## config.mk

```make
export PLATFORM = sky130hd
export DESIGN_NAME = imm_gen_pipe
export DESIGN_NICKNAME = d
export VERILOG_FILES = /design/src/rtl/imm_gen_pipe_pkg.sv /design/src/rtl/imm_gen_pipe_decode.sv /design/src/rtl/imm_gen_pipe.sv
export SDC_FILE = /design/constraint.sdc
export NUM_CORES = 1
export LEC_CHECK = 0
export CORE_MARGIN = 2
export CORE_UTILIZATION = 53
export DETAILED_ROUTE_END_ITERATION = 6
export GPL_TIMING_DRIVEN = 0
export PLACE_DENSITY = 0.8
export SLEW_MARGIN = 20
export SYNTH_ARGS = -nofsm -noshare
export SYNTH_HDL_FRONTEND = slang
export SYNTH_HIERARCHICAL = 1
export SYNTH_SLANG_ARGS = --single-unit
```

## constraint.sdc

```tcl
create_clock -name clk -period 2.5 [get_ports clk]
set_input_delay 0.375 -clock clk [delete_from_list [all_inputs] [get_ports clk]]
set_output_delay 0.375 -clock clk [all_outputs]
set_load 0.02 [all_outputs]
```

## src/rtl/imm_gen_pipe_pkg.sv

```systemverilog
// Shared definitions for the immediate-generation pipeline: format encodings
// and the default instruction field width.
package imm_gen_pipe_pkg;

    // Immediate format select, encoded as the 3-bit imm_src field.
    typedef enum logic [2:0] {
        IMM_I     = 3'd0,
        IMM_S     = 3'd1,
        IMM_B     = 3'd2,
        IMM_U     = 3'd3,
        IMM_J     = 3'd4,
        IMM_CSR   = 3'd5,
        IMM_SHAMT = 3'd6,
        IMM_ILL   = 3'd7
    } imm_src_e;

    // The instruction field carries instr[31:7], so bit 24 is instr[31].
    localparam int INST_W_DEF = 25;

endpackage : imm_gen_pipe_pkg

```

## src/rtl/imm_gen_pipe_decode.sv

```systemverilog
// Combinational immediate decoder: extracts and extends the immediate for the
// selected format and flags the reserved encoding as illegal.
module imm_decode
    import imm_gen_pipe_pkg::*;
#(
    parameter int XLEN   = 32,
    parameter int INST_W = INST_W_DEF
) (
    input  logic [INST_W-1:0] inst,
    input  logic [2:0]        imm_src,
    output logic [XLEN-1:0]   imm,
    output logic              illegal
);

    logic [31:0] raw;       // 32-bit form of the immediate
    logic        sign_ext;  // widen raw by sign (1) or by zero (0)

    // Assemble the 32-bit immediate for the format, then widen it to XLEN.
    // NOTE: every output of this block gets a default first, so no path leaves a value held and no latch is inferred.
    always_comb begin
        raw      = '0;
        sign_ext = 1'b0;
        illegal  = 1'b0;
        case (imm_src_e'(imm_src))
            IMM_I: begin
                raw      = {{20{inst[24]}}, inst[24:13]};
                sign_ext = 1'b1;
            end
            IMM_S: begin
                raw      = {{20{inst[24]}}, inst[24:18], inst[4:0]};
                sign_ext = 1'b1;
            end
            IMM_B: begin
                raw      = {{19{inst[24]}}, inst[24], inst[0], inst[23:18], inst[4:1], 1'b0};
                sign_ext = 1'b1;
            end
            IMM_U: begin
                raw      = {inst[24:5], 12'b0};
                sign_ext = 1'b1;
            end
            IMM_J: begin
                raw      = {{11{inst[24]}}, inst[24], inst[12:5], inst[13], inst[23:14], 1'b0};
                sign_ext = 1'b1;
            end
            IMM_CSR: begin
                raw = {27'b0, inst[12:8]};
            end
            IMM_SHAMT: begin
                // RV64 shifts take a 6-bit amount, RV32 only 5 bits.
                raw = (XLEN == 64) ? {26'b0, inst[18:13]} : {27'b0, inst[17:13]};
            end
            default: begin
                illegal = 1'b1;
            end
        endcase
        imm = sign_ext ? XLEN'($signed(raw)) : XLEN'(raw);
    end

endmodule : imm_decode

```

## src/rtl/imm_gen_pipe.sv

```systemverilog
// Immediate generator with a registered output stage and one skid entry, so
// in_ready is a pure register and never depends combinationally on out_ready.
module imm_gen_pipe
    import imm_gen_pipe_pkg::*;
#(
    parameter int XLEN   = 32,
    parameter int INST_W = INST_W_DEF
) (
    input  logic              clk,
    input  logic              reset,
    input  logic              flush,
    input  logic              in_valid,
    output logic              in_ready,
    input  logic [INST_W-1:0] inst,
    input  logic [2:0]        imm_src,
    output logic              out_valid,
    input  logic              out_ready,
    output logic [XLEN-1:0]   imm_ext,
    output logic              err
);

    logic [XLEN-1:0] dec_imm;
    logic            dec_ill;

    logic            out_valid_q, out_valid_d;
    logic [XLEN-1:0] out_imm_q,   out_imm_d;
    logic            out_err_q,   out_err_d;
    logic            skid_valid_q, skid_valid_d;
    logic [XLEN-1:0] skid_imm_q,   skid_imm_d;
    logic            skid_err_q,   skid_err_d;

    logic in_fire;
    logic out_free;

    imm_decode #(
        .XLEN   (XLEN),
        .INST_W (INST_W)
    ) u_decode (
        .inst    (inst),
        .imm_src (imm_src),
        .imm     (dec_imm),
        .illegal (dec_ill)
    );

    assign in_ready = !skid_valid_q;
    assign in_fire  = in_valid && in_ready;
    // The output register can take a new entry when it is empty or draining.
    assign out_free = !out_valid_q || out_ready;

    // Next-state: refill the output from skid first, else from the input; a stalled accept goes to skid.
    always_comb begin
        out_valid_d  = out_valid_q;
        out_imm_d    = out_imm_q;
        out_err_d    = out_err_q;
        skid_valid_d = skid_valid_q;
        skid_imm_d   = skid_imm_q;
        skid_err_d   = skid_err_q;
        if (flush) begin
            out_valid_d  = 1'b0;
            skid_valid_d = 1'b0;
        end else if (out_free) begin
            if (skid_valid_q) begin
                // in_ready is low here, so no input competes with the skid entry.
                out_valid_d  = 1'b1;
                out_imm_d    = skid_imm_q;
                out_err_d    = skid_err_q;
                skid_valid_d = 1'b0;
            end else if (in_fire) begin
                out_valid_d = 1'b1;
                out_imm_d   = dec_imm;
                out_err_d   = dec_ill;
            end else begin
                out_valid_d = 1'b0;
            end
        end else if (in_fire) begin
            skid_valid_d = 1'b1;
            skid_imm_d   = dec_imm;
            skid_err_d   = dec_ill;
        end
    end

    // State registers with synchronous reset; reset outranks flush and handshakes.
    // NOTE: sequential state uses non-blocking assignments so every register samples pre-edge values.
    // NOTE: the data registers are reset too, so the outputs and skid contents read as zero after reset.
    always_ff @(posedge clk) begin
        if (reset) begin
            out_valid_q  <= 1'b0;
            out_imm_q    <= '0;
            out_err_q    <= 1'b0;
            skid_valid_q <= 1'b0;
            skid_imm_q   <= '0;
            skid_err_q   <= 1'b0;
        end else begin
            out_valid_q  <= out_valid_d;
            out_imm_q    <= out_imm_d;
            out_err_q    <= out_err_d;
            skid_valid_q <= skid_valid_d;
            skid_imm_q   <= skid_imm_d;
            skid_err_q   <= skid_err_d;
        end
    end

    assign out_valid = out_valid_q;
    assign imm_ext   = out_imm_q;
    assign err       = out_err_q;

endmodule : imm_gen_pipe

```

; ---- After elaboration in Yosys (flattened, before gate mapping)
; Cells that the tools add are included.
[totals]
register_bits = 68
latchBits = 0
ram_bits = 0
mem_bits_ro = 0
inputBits = 33
output_inout_bits = 35
n_memories = 0
[op_classes]
addsub = 0
multipliers = 0
n_div = 0
magnitude_cmp = 0
n_eq_ne = 6
n_shift = 0
muxes = 8
n_bitwise = 2
reduce_logical = 11
[ops]
columns = cell, n
row1 = case mux 32 bit (7 select lines), 1
row2 = two-way mux 32 bit, 2
row3 = == test 3 bit (second input constant), 3
row4 = OR reduction 7 bit, 1
row5 = == test 3 x 2 -> 1 bit (second input constant), 2
row6 = AND reduction 3 bit, 2
row7 = two-way mux 1 bit, 5
row8 = == test 3 x 1 -> 1 bit (second input constant), 1
row9 = zero test 3 bit, 1
row10 = OR reduction 3 bit, 1
row11 = zero test 1 bit, 2
row12 = inverter 1 bit, 2
row13 = nonzero test 2 bit, 1
row14 = OR reduction 2 bit, 1
row15 = logical AND 1 bit, 1
row16 = logical OR 1 bit, 1

; ---- Logic depth before layout (Yosys ltp)
; Gate-level depths: netlist (run 1).
[depth]
depth_word = 5
mapped_depth = 7
ltp_nobuf = 5

; ---- Hierarchy
; Netlist (run 1), hierarchy kept.
[by_module_without_submodules]
columns = mod, instances, cells_per_inst, area_per_inst_um2, seq_area_each_um2
row1 = imm_gen_pipe, 1, 305, 3253.1, 1361.3
row2 = imm_decode, 1, 87, 585.6, 0.0

; ---- Worst setup path before layout (run 1)
; No wires, ideal clock.
[synth_timing]
path_kind = input to register
startpoint = in imm_src[1]
endpoint = reg out_imm_q[20], in the netlist imm_ext[20]
t_arrival_ps = 1450
slack_ps = 970
stages = 7
path_buffers = 2
cell_sequence = buf_6 maj3_2 nor2b_4 buf_6 a21o_1 mux2i_1 a211oi_2
[synth_between]
elab_chain_len = 4
elab_cells_between_ends = 10
cone_classes = eq/ne (6) / mux (3) / reduce/logical (1)
[synth_rtl]
columns = item, line
row1 = start: declaration, imm_gen_pipe.sv:15  ; input logic [2:0] imm_src,
row2 = "== test 3 bit, or another cell as far along", imm_gen_pipe_decode.sv:24  ; case (imm_src_e'(imm_src))
row3 = case mux 32 bit (7 select lines) (*), imm_gen_pipe_decode.sv:24
row4 = via dec_imm[20], imm_gen_pipe.sv:22  ; logic [XLEN-1:0] dec_imm;
row5 = two-way mux 32 bit (*), imm_gen_pipe.sv:68  ; end else if (in_fire) begin
row6 = two-way mux 32 bit (*), imm_gen_pipe.sv:62  ; if (skid_valid_q) begin
row7 = end signal: assignment, imm_gen_pipe.sv:95  ; out_imm_q <= out_imm_d;
row8 = end: declaration, imm_gen_pipe.sv:26  ; logic [XLEN-1:0] out_imm_q, out_imm_d;
; The timed path passes the listed nets; every way through them passes the cells marked *. The select of a mux whose other input is x is not followed.
; A chain may end at the register's enable or synchronous reset.

; ---- Final worst setup path (run 1)
[layout_timing]
startpoint = reg skid_valid_q
endpoint = out in_ready
[layout_between]
elab_chain_len = 1
[layout_rtl]
columns = item, line
row1 = start: declaration, imm_gen_pipe.sv:28  ; logic skid_valid_q, skid_valid_d;
row2 = start signal: assignment, imm_gen_pipe.sv:97  ; skid_valid_q <= skid_valid_d;
row3 = zero test 1 bit, imm_gen_pipe.sv:45  ; assign in_ready = !skid_valid_q;
row4 = end: declaration, imm_gen_pipe.sv:13  ; output logic in_ready,
; Every way passes these cells.

==> impl_results.md, run 1 <==
- Status: finished, final reports clean
- Clock Path Buffers: 2
- Synth top area cells: dfxtp_1 (35%), mux2i_1 (17%), nand2b_1 (11%), a211oi_2 (9.8%), a21oi_1 (6.3%)
- Synth area leader: dfxtp_1
- Leakage: 1.660 nW
- I/O Buffers: 66
- # IOs: 68
- Max_cap viols: 0
- Setup_tns: 0 ns
- Worst Hold Class: reg2reg
- # H-tree levels: 3
- Grt ovf: 0
- WL/cell: 16.82 um
- Initial antenna violation count: 0
- Post-synth EDFFs: 0
- Yosys warning count: 6
- Initial core utilization: 0.5379
- Total power: 2.611 mW
- Pre-Repair DR Iteration Count: 4
- Routed Wire Length: 9.619 mm
- Die W: 89.11 um
- Worst skew pair latency: 0.36 ns
- Num CTS Buffers: 9
- Core area: 0.007137 mm2
- Detailed-placement wirelength estimate: 6.934 mm
- Fin Clk Skew: 0.007349 ns
- Core Util, Final: 0.6758
- PostCTS Resize Cnt: 0
- Ys async rst share: 0
- Clock sink total: 68
- Post-synthesis net count: 425
- Final net count: 502
- Worst Max-Slew Pin Slew: 0.6006 ns
- Top_reg_cell synth: dfxtp_1
- Tcrit/Tclk final: 0.8367
- Die H: 89.11 um
- Fmax: 478.1 MHz
- Root Buffer: clkbuf_8
- Fraction of layout cells with a size suffix above 1: 0.1586
- Top cells by count, synth: dfxtp_1 (68), nand2b_1 (68), mux2i_1 (67)
- Crit. End Element: primary output
- Antenna cells: 0
- Max Slew Vio Count: 0
- Startpoint types: flop
- Via count: 3194
- Crit path time final: 2.092 ns
- Maximum vdd drop: 0.3690 mV
- Worst Reg-to-Reg Cells: 6
- Worst slew margin: 0.5996
- Vias in the first global route: 3080
- Largest net degree at the start of global routing: 12
- Drt drc: 0
- Yosys reg bits: 68
- PwrDens: 541.4 mW/mm2
- Final setup viols: 0
- Register area share after synthesis: 0.3546
- Area grow syn2layout: 25.65%
- Total Die Area: 0.007940 mm2
- Clock transition at path regs: 0.08 ns
- Number of setup buffers added after CTS: 0
- Hold buffers post-CTS: 0
- Critical path peak fanout: 10
- GRT Total Usage: 0.2556
- # rows: 31
- WP data arrival: 1.72 ns
- Worst slack at placement: 0.2558 ns
- Count of final hold-check violations: 0
- Global-route wire length before repair: 15.43 mm
- Syn_area_per_cell: 9.793 um2
- Top cell type's share of synthesized area: 0.3546
- Post-Syn Instances: 392
- Synth cell types: 34
- Worst Hold Path Cells: 2
- Crit path kind: reg2out
- Post-synthesis cell area: 0.003839 mm2
- CTS tree: built
- CP Data Required Time: 2.12 ns
- Vias per cell: 5.584
- Iteration-0 DRC Markers: 130
- FILL cells: 625
- Fin worst setup slack: 0.4083 ns
- Final GP Congestion: 0.8874
- RSZ-0062 raised after global routing: no
- DRT antenna net count: 0
[stage by stage]
step	instance area (um2)	cells	hold slack [ns]
6_report	4823	572	0.4766
3_3_place_gp	4623	557	0.4570
3_5_place_dp	4623	557	0.4650
2_1_floorplan	3839	392	0.4483
5_1_grt	4823	572	0.4906
4_1_cts	4823	572	0.4778
[layer usage]
| metal | global-route usage | vias to the layer above | part of all wire |
|---|---|---|---|
| met5 | 0 | - | 0 |
| met4 | 0.08005 | 0 | 0.014 |
| met3 | 0.05817 | 12 | 0.049 |
| met2 | 0.3872 | 89 | 0.45 |
| met1 | 0.3625 | 1542 | 0.48 |
| li1 | - | 1551 | - |
[placed cells by master, fill, tap and decap left out, types with 2 or more instances in the layout]
master            n
mux2i_1          67
clkbuf_8         11
and2b_1           4
buf_2            12
a21oi_1          48
clkbuf_1         16
a21o_1           12
a211oi_2         30
nand2b_1         68
o22ai_1           7
nor2b_1           7
a211oi_1          4
buf_6            11
inv_1             3
dfxtp_1          68
o21ai_0           3
a22o_1            5
clkinv_2          2
clkdlybuf4s50_1  66
and2_1            2
a221o_1           4
nor2_1            2
and3_1            5
[sequential cells by signal, indices dropped and copies added, names as in the netlist]
| register | cells |
|---|---|
| err | 1 |
| imm_ext | 32 |
| out_valid | 1 |
| skid_err_q | 1 |
| skid_imm_q | 32 |
| skid_valid_q | 1 |
[area by class of cell]
type,count,area (um2),share of cell area
sequential,68,1361,0.2822
clock inverter,4,48.80,0.01012
inverter,4,15.01,0.003113
timing repair buffer,66,660.6,0.1370
clock buffer,11,151.4,0.03139
multi-input combinational,280,2211,0.4584
tap,99,123.9,0.02568
buffer,40,251.5,0.05214
[report_power, final]
| part | internal [mW] | switching (mW) |
|---|---|---|
| combinational | 0.256 | 0.280 |
| clock | 0.508 | 0.424 |
| sequential | 1.12 | 0.0211 |
| total | 1.89 | 0.724 |
[final timing paths]
check	slack, ns	from	end
worst max-delay path	0.41	skid_valid_q	in_ready
worst min register to register	0.48	skid_imm_q[23]	skid_imm_q[23]
worst max register to register	0.83	skid_valid_q	imm_ext[27]
worst min-delay path	0.48	skid_imm_q[23]	skid_imm_q[23]
[kinds of logic (layout without fill, tap and decap cells)]
family / count (synthesis) / count (layout) / share of synthesized area
buffers and inverters: 44 / 125 / 0.06943
AO/OA/AOI/OAI: 115 / 115 / 0.2337
XOR/XNOR: 1 / 1 / 0.002282
multiplexers: 67 / 67 / 0.1747
adder cells (fa/ha/maj): 1 / 1 / 0.002933
flip-flops: 68 / 68 / 0.3546
AND/OR/NAND/NOR: 96 / 96 / 0.1623
[worst max-delay path, stage by stage (launching register included)]
cell and delay [ns]:
dfxtp_1 0.32, buf_6 0.17, buf_2 0.30, inv_2 0.04
clkdlybuf4s50_1 0.53
Power figures use the tool's default switching activity.
==> run 2, diff against run 1 <==
clock period = 1.94 ns   (was 2.5 ns; I/O delays follow)
==> run 2 against run 1 <==
Effect of this change: final area is the same; non-clock buffer count shrank 1; clock skew shrank 0.0016 ns; core utilization is the same; via count shrank 0.97%; register-to-register slack lost 0.61 ns; sequential share of layout area is the same; cell count shrank 0.17%.
==> impl_results.md, run 2 (same netlist as run 1, synthesis figures left out) <==
- Status: finished, final reports clean
- Die W: 89.11 um
- WP data arrival: 1.48 ns
- Crit path from: skid_valid_q
- GR peak layer: met2
- Hold buffers post-CTS: 0
- Final setup viols: 0
- R2R Setup Slk: 0.22 ns
- Sequential Power Share: 0.438
- Critical path peak fanout: 19
- Area of the multi-input gates: 0.002216 mm2
- Core area: 0.007137 mm2
- Clock Path Buffers: 2
- # IOs: 68
- Met1 usage: 0.3602
- Leakage: 1.657 nW
- Worst slew margin: 0.5936
- Switching portion of total power: 0.2771
- Worst r2r src: skid_valid_q
- Iteration-0 DRC Markers: 127
- Vias in the first global route: 3072
- Count of final hold-check violations: 0
- DRT antenna net count: 0
- Reg2reg end: imm_ext[27]
- Total power: 3.364 mW
- WL/cell: 16.80 um
- Crit. End Element: primary output
- Met2 Usage GRT: 0.3872
- Routed Wire Length: 9.592 mm
- Worst skew pair latency: 0.35 ns
- Worst Hold Class: in2reg
- Vias per cell: 5.539
- Worst Max-Slew Pin Slew: 0.6095 ns
- Power share of the clock group: 0.356
- Crit path time final: 1.771 ns
- Placed insts: 557
- Initial core utilization: 0.5379
- Met3 global-route usage: 0.05817
- Global-route wire length before repair: 15.38 mm
- Detailed-placement wirelength estimate: 6.934 mm
- Max Slew Vio Count: 0
- # H-tree levels: 3
- Worst Reg-to-Reg Cells: 6
- Initial antenna violation count: 0
- Largest net degree at the start of global routing: 20
- Total Die Area: 0.007940 mm2
- Final net count: 501
- Fraction of layout cells with a size suffix above 1: 0.1610
- Setup_tns: 0 ns
- FILL cells: 623
- Finished Layout Cells: 571
- Register Area: 0.001361 mm2
- GRT Total Usage: 0.2546
- RSZ-0062 raised after global routing: no
- Num CTS Buffers: 9
- Drt drc: 0
- Combinational share of power: 0.205
- Power Internal: 2.432 mW
- Final GP Congestion: 0.8874
- # rows: 31
- PwrDens: 697.5 mW/mm2
- Worst setup path end: in_ready
- Via count: 3163
- Root Buffer: clkbuf_8
- Grt ovf: 0
- Clock transition at path regs: 0.08 ns
- Core Util, Final: 0.6758
- Pre-Repair DR Iteration Count: 4
- CTS tree: built
- Crit path kind: reg2out
- Fin Clk Skew: 0.005772 ns
- P_sw: 932.2 uW
- Antenna cells: 0
- Max_cap viols: 0
- Tcrit/Tclk final: 0.9130
- Maximum vdd drop: 0.4774 mV
- Most frequent cells in the layout: nand2b_1 (68), dfxtp_1 (68), mux2i_1 (67)
- Fmax: 564.6 MHz
- Die H: 89.11 um
- Startpoint types: flop
- Area grow syn2layout: 25.65%
- I/O Buffers: 66
- CP Data Required Time: 1.65 ns
- Clock sink total: 68
[run 2: changes by cell type in the layout (fill, tap and decap cells not counted)]
cell,change
nor2b_1,-2
buf_2,-1
nor2b_2,+2
[run 2: what timing repair did]
action / in CTS / in global routing
buffers inserted: 0 / 0
gates cloned: 0 / 0
resized for setup: 0 / 2
endpoints found under the setup margin: 1 / 6
[run 2: area by class of cell]
class	instances	share of cell area
Clock buffer	11	0.03139
Buffer	39	0.05110
Sequential cell	68	0.2822
Timing Repair Buffer	66	0.1370
Multi-Input combinational cell	280	0.4594
Clock inverter	4	0.01012
Inverter	4	0.003113
Tap cell	99	0.02568
[run 2: per-stage QoR]
step                      setup WS [ns]  hold slack (ns)  area, um2
after detailed placement        -0.2202           0.4650       4623
final                            0.1687           0.4544       4823
after global placement          -0.1646           0.4570       4623
after floorplan                  0.4702           0.3695       3839
after CTS                        0.1349           0.4552       4818
after global routing            0.02110           0.4771       4823
[run 2: how the worst min path moves through the flow]
| stage | from | endpoint | slack (ns) | cells past startpoint |
|---|---|---|---|---|
| floorplan | flush | out_valid | 0.37 | 1 |
| global placement | skid_imm_q[29] | skid_imm_q[29] | 0.46 | 2 |
| detailed placement | skid_imm_q[23] | skid_imm_q[23] | 0.47 | 2 |
| CTS | reset | skid_imm_q[2] | 0.46 | 3 |
| global route | reset | skid_imm_q[8] | 0.48 | 3 |
| finish | reset | skid_imm_q[8] | 0.45 | 3 |
[run 2: critical path, cell delays in order (launching register included)]
cell and delay, ns:
dfxtp_1 0.31, buf_6 0.18, inv_2 0.06, clkdlybuf4s50_1 0.59
[run 2: power groups by stage]
stage               Clock, mW  Combinational (mW)  Sequential [mW]
global route             1.26               0.746             1.48
floorplan                   0               0.368             1.56
global placement            0               0.674             1.51
detailed placement          0               0.686             1.51
finish                   1.20               0.691             1.47
CTS                      1.21               0.689             1.47
[run 2: per-layer routing]
layer  vias to the layer above  share of wire
met2                        86           0.46
met1                      1514           0.48
met5                         -              0
li1                       1552              -
met4                         0          0.013
met3                        11          0.049
==> run 3, diff against run 2 <==
RECOVER_POWER = 50   (was default)
clock period = 2.2 ns   (was 1.94 ns; I/O delays follow)
==> run 3 against run 2 <==
Effect of this change: setup slack worse by 0.012 ns; sequential share of layout area hardly changed; first-iteration DRC count grew 9.4%; core utilization is essentially flat; final area is essentially flat; clock skew is essentially flat; combinational power is 14% lower; via count barely moved; die area is the same; count of clock-buffer cells in the layout did not move; highest routed layer unchanged; sequential cell count unchanged; global-route usage rose by 0.096 points.
==> impl_results.md, run 3 (same netlist as run 1, synthesis figures left out) <==
- PostCTS Resize Cnt: 0
- Grt ovf: 0
- Leakage: 1.744 nW
- Routed Wire Length: 9.603 mm
- Antenna cells: 0
- Crit path time final: 2.044 ns
- Maximum vdd drop: 0.4195 mV
- Reg2reg end: skid_imm_q[30]
- Status: finished, final reports clean
- Clock transition at path regs: 0.08 ns
- Drt drc: 0
- Startpoint types: flop
- Power share of the clock group: 0.358
- Worst r2r src: out_valid
- Count of final hold-check violations: 0
- WL/cell: 16.79 um
- Pre-Repair DR Iteration Count: 4
- Switching portion of total power: 0.2778
- CTS tree: built
- FILL cells: 626
- Fin Clk Skew: 0.005598 ns
- Min-Delay Endpoint: skid_imm_q[23]
- Critical path peak fanout: 10
- Area grow syn2layout: 25.59%
- R2R Setup Slk: 0.30 ns
- Detailed-placement wirelength estimate: 6.934 mm
- I/O Buffers: 66
- Final net count: 502
- Cell Chain, Critical Path: buf_6 -> buf_2 -> inv_2 -> clkdlybuf4s50_1
- Most frequent cells in the layout: nand2b_1 (68), dfxtp_1 (68), mux2i_1 (67)
- Clock Path Buffers: 2
- Worst Max-Slew Pin Slew: 0.6275 ns
- Power Internal: 2.129 mW
- Placed insts: 557
- Worst Min Path Start: skid_imm_q[23]
- GRT Total Usage: 0.2556
- Fraction of layout cells with a size suffix above 1: 0.1543
- Critical path's slowest cell: clkdlybuf4s50_1
- Finished Layout Cells: 572
- Hold buffers post-CTS: 0
- Via count: 3164
- Combinational share of power: 0.201
- Sequential Power Share: 0.440
- # rows: 31
- Tcrit/Tclk final: 0.9289
- Worst Reg-to-Reg Cells: 6
- Fin worst setup slack: 0.1564 ns
- RSZ-0062 raised after global routing: no
- Vias in the first global route: 3080
- Initial antenna violation count: 0
- Crit. End Element: primary output
- Crit path kind: reg2out
- DRT antenna net count: 0
- Final setup viols: 0
- P_sw: 818.9 uW
- Final GP Congestion: 0.8874
- Worst Hold Path Cells: 2
- PwrDens: 611.4 mW/mm2
- Global-route wire length before repair: 15.43 mm
- Worst path max stage delay: 0.53 ns
- Fmax: 489.3 MHz
- Max_cap viols: 0
- Worst Hold Class: reg2reg
- WP data arrival: 1.71 ns
- Num CTS Buffers: 9
- # H-tree levels: 3
- Worst skew pair latency: 0.35 ns
- Iteration-0 DRC Markers: 139
- Root Buffer: clkbuf_8
- Die W: 89.11 um
- Vias per cell: 5.531
- Worst slew margin: 0.5817
- Initial core utilization: 0.5379
- CP Data Required Time: 1.87 ns
- Die H: 89.11 um
- Setup_tns: 0 ns
- Largest net degree at the start of global routing: 12
- Worst slack at placement: 0.0007705 ns
- Number of setup buffers added after CTS: 0
- # IOs: 68
- Total Die Area: 0.007940 mm2
- Core area: 0.007137 mm2
- Max Slew Vio Count: 0
- Clock sink total: 68
-- run 3: changes by cell type in the layout (fill, tap and decap cells not counted), sizes merged --
| cell | before | now |
|---|---|---|
| clkdlybuf4s50 | 66 | 32 |
| dlygate4sd3 | 0 | 34 |
| clkbuf | 27 | 29 |
| buf | 23 | 22 |
-- run 3: worst max-delay path by stage --
stage                 start        endpoint  slack (ns)  cells after the start
6_report       skid_valid_q        in_ready        0.16                      4
5_1_grt           out_ready  skid_imm_q[25]        0.06                      7
4_1_cts        skid_valid_q        in_ready        0.14                      4
3_5_place_dp     imm_src[0]     imm_ext[14]      0.0008                      7
3_3_place_gp     imm_src[0]     imm_ext[19]        0.06                      7
2_1_floorplan    imm_src[1]     imm_ext[20]        0.72                      7
-- run 3: through the flow --
step	power, mW	area, um2	utilization	hold slack, ns
2_1_floorplan	1.703	3839	-	0.4085
5_1_grt	3.061	4821	0.6755	0.4906
3_3_place_gp	1.922	4623	0.6478	0.4570
6_report	2.948	4821	0.6755	0.4762
4_1_cts	2.974	4823	0.6758	0.4778
3_5_place_dp	1.933	4623	0.6478	0.4650
-- run 3: cell type report --
type	instances	area (um2)	area share
plain buffers	40	249.0	0.05165
clock buffers	11	151.4	0.03140
clock inverters	4	48.80	0.01012
inverters	4	15.01	0.003114
multi-input cells	280	2211	0.4586
flip-flops and latches	68	1361	0.2824
well taps	99	123.9	0.02569
repair buffers	66	660.6	0.1370
-- run 3: critical path, delay by kind of cell, from the launching register on --
| kind | cells | cell delay (ns) |
|---|---|---|
| buffers and inverters | 4 | 1.04 |
| DFF | 1 | 0.32 |
-- run 3: power groups by stage --
stage | registers [mW] | logic (mW) | clock network, mW
finish | 1.30 | 0.593 | 1.06
global route | 1.30 | 0.642 | 1.12
CTS | 1.30 | 0.608 | 1.07
detailed placement | 1.33 | 0.605 | 0
global placement | 1.33 | 0.595 | 0
floorplan | 1.38 | 0.324 | 0
-- run 3: routing by layer --
layer  GRT usage  wire length [um]
met4     0.08005               120
met1      0.3625              4644
met3     0.05817               467
met2      0.3872              4370
met5           0                 0
==> RTL edit: new RTL, settings of run 3 <==
`XLEN` is set to 32 in 2 places; all go to 64. Comments in the files are not updated.
--- a/src/rtl/imm_gen_pipe_decode.sv
+++ b/src/rtl/imm_gen_pipe_decode.sv
@@ -4,5 +4,5 @@
     import imm_gen_pipe_pkg::*;
 #(
-    parameter int XLEN   = 32,
+    parameter int XLEN   = 64,
     parameter int INST_W = INST_W_DEF
 ) (
--- a/src/rtl/imm_gen_pipe.sv
+++ b/src/rtl/imm_gen_pipe.sv
@@ -4,5 +4,5 @@
     import imm_gen_pipe_pkg::*;
 #(
-    parameter int XLEN   = 32,
+    parameter int XLEN   = 64,
     parameter int INST_W = INST_W_DEF
 ) (
Interface: changed (resized imm_ext); port bits go from 68 to 100. The function was not compared with the original's and may differ.
==> RTL edit against run 3 <==
Synthesized area rose by 87%; sequential cell count rose by 64; total power rose by 110%; cell area rose by 85%; worst setup slack improved by 50 ps; worst hold slack got worse by 3.6 ps; largest power group is now clock; critical endpoint is now imm_ext[36]$_SDFFE_PP0P_; wire length rose by 84%; count of clock-buffer cells in the layout rose by 14.
==> RTL edit: results <==
[outcome]
status = "finished, final reports clean"

[critical_path]
setup.worst_path.start = "imm_src[0]"
endpoint = "imm_ext[36]$_SDFFE_PP0P_"
reg2reg_slack_ps = 450
cp_data_arrival_time_ps = 2320
rr_endpoint = "skid_imm_q[14]$_SDFFE_PP0P_"

[place]
dp.cells = 983
port_buffers = 98
place_congestion = 0.869
pre_cts_slack_ps = -436
dp_hpwl_mm = 12.9

[routing]
wire_per_inst_um = 17.4
met3WireLength_um = 604
num_vias = 5549
met1Wirelength_mm = 7.75

[power]
irDropWorstVdd_v = 0.000442
leakage_nw = 3.20

[synth]
synth_mux_area_share_pct = 18.3
avgSynthCellArea_sq_um = 10.1
syn_nets = 742
synthAdderAreaFrac_pct = 0.157
yosysSeqAreaShare_pct = 36.9
synth_common_cells = "dfxtp_1 (132), mux2i_1 (131), nand2b_1 (131)"
synth_compound_area_share_pct = 19.6

[grt]
use_met1_pct = 32.4
grt_pass1_wl_mm = 29.2
grt_pass1_vias = 5689
grt_use_met2_pct = 44.3
grt.met3_usage_pct = 4.39
grt_max_degree = 34
track_usage_pct = 25.6

[clocking]
root_buffer = "clkbuf_16"
clock_latency_ps = 420
numCtsBuffers = 17
cts_resized = 3

[sta]
clock_skew_ps = 5.36
## RTL edit: layout make-up
type | instances | area [sq um]
clock buffers | 25 | 485
fillers | 1044 | 4330
inverters | 4 | 15.0
multi-input cells | 474 | 3790
flip-flops and latches | 132 | 2640
repair buffers | 98 | 980
clock inverters | 5 | 75.1
well taps | 176 | 220
plain buffers | 99 | 699
## RTL edit: report_power, final
group | total [mW] | internal [mW] | switching, mW
Combinational | 1.03 | 0.470 | 0.558
Sequential | 2.53 | 2.48 | 0.0432
Clock | 2.72 | 1.74 | 0.980
## RTL edit: logic make-up after synthesis
family / after synthesis
fa+ha+maj: 1
compound gates: 180
buf+inv: 103
xor+xnor: 1
simple gates: 161
mux: 131
flops: 132
## RTL edit: critical path: stages
cell	delay, ps
clkdlybuf4s50_1	550
buf_6	220
o21ai_0	240
and2_4	430
buf_4	200
mux2i_1	90
a211oi_2	240
## RTL edit: worst min path at each step
| stage | startpoint | slack (ps) | cells past startpoint | to |
|---|---|---|---|---|
| finish | skid_imm_q[28]$_SDFFE_PP0P_ | 470 | 2 | skid_imm_q[28]$_SDFFE_PP0P_ |
| global route | skid_imm_q[45]$_SDFFE_PP0P_ | 480 | 2 | skid_imm_q[45]$_SDFFE_PP0P_ |
| global placement | skid_imm_q[31]$_SDFFE_PP0P_ | 460 | 2 | skid_imm_q[31]$_SDFFE_PP0P_ |
| floorplan | flush | 410 | 1 | out_valid$_SDFFE_PP0P_ |
| CTS | skid_imm_q[45]$_SDFFE_PP0P_ | 470 | 2 | skid_imm_q[45]$_SDFFE_PP0P_ |
| detailed placement | skid_imm_q[21]$_SDFFE_PP0P_ | 460 | 2 | skid_imm_q[21]$_SDFFE_PP0P_ |
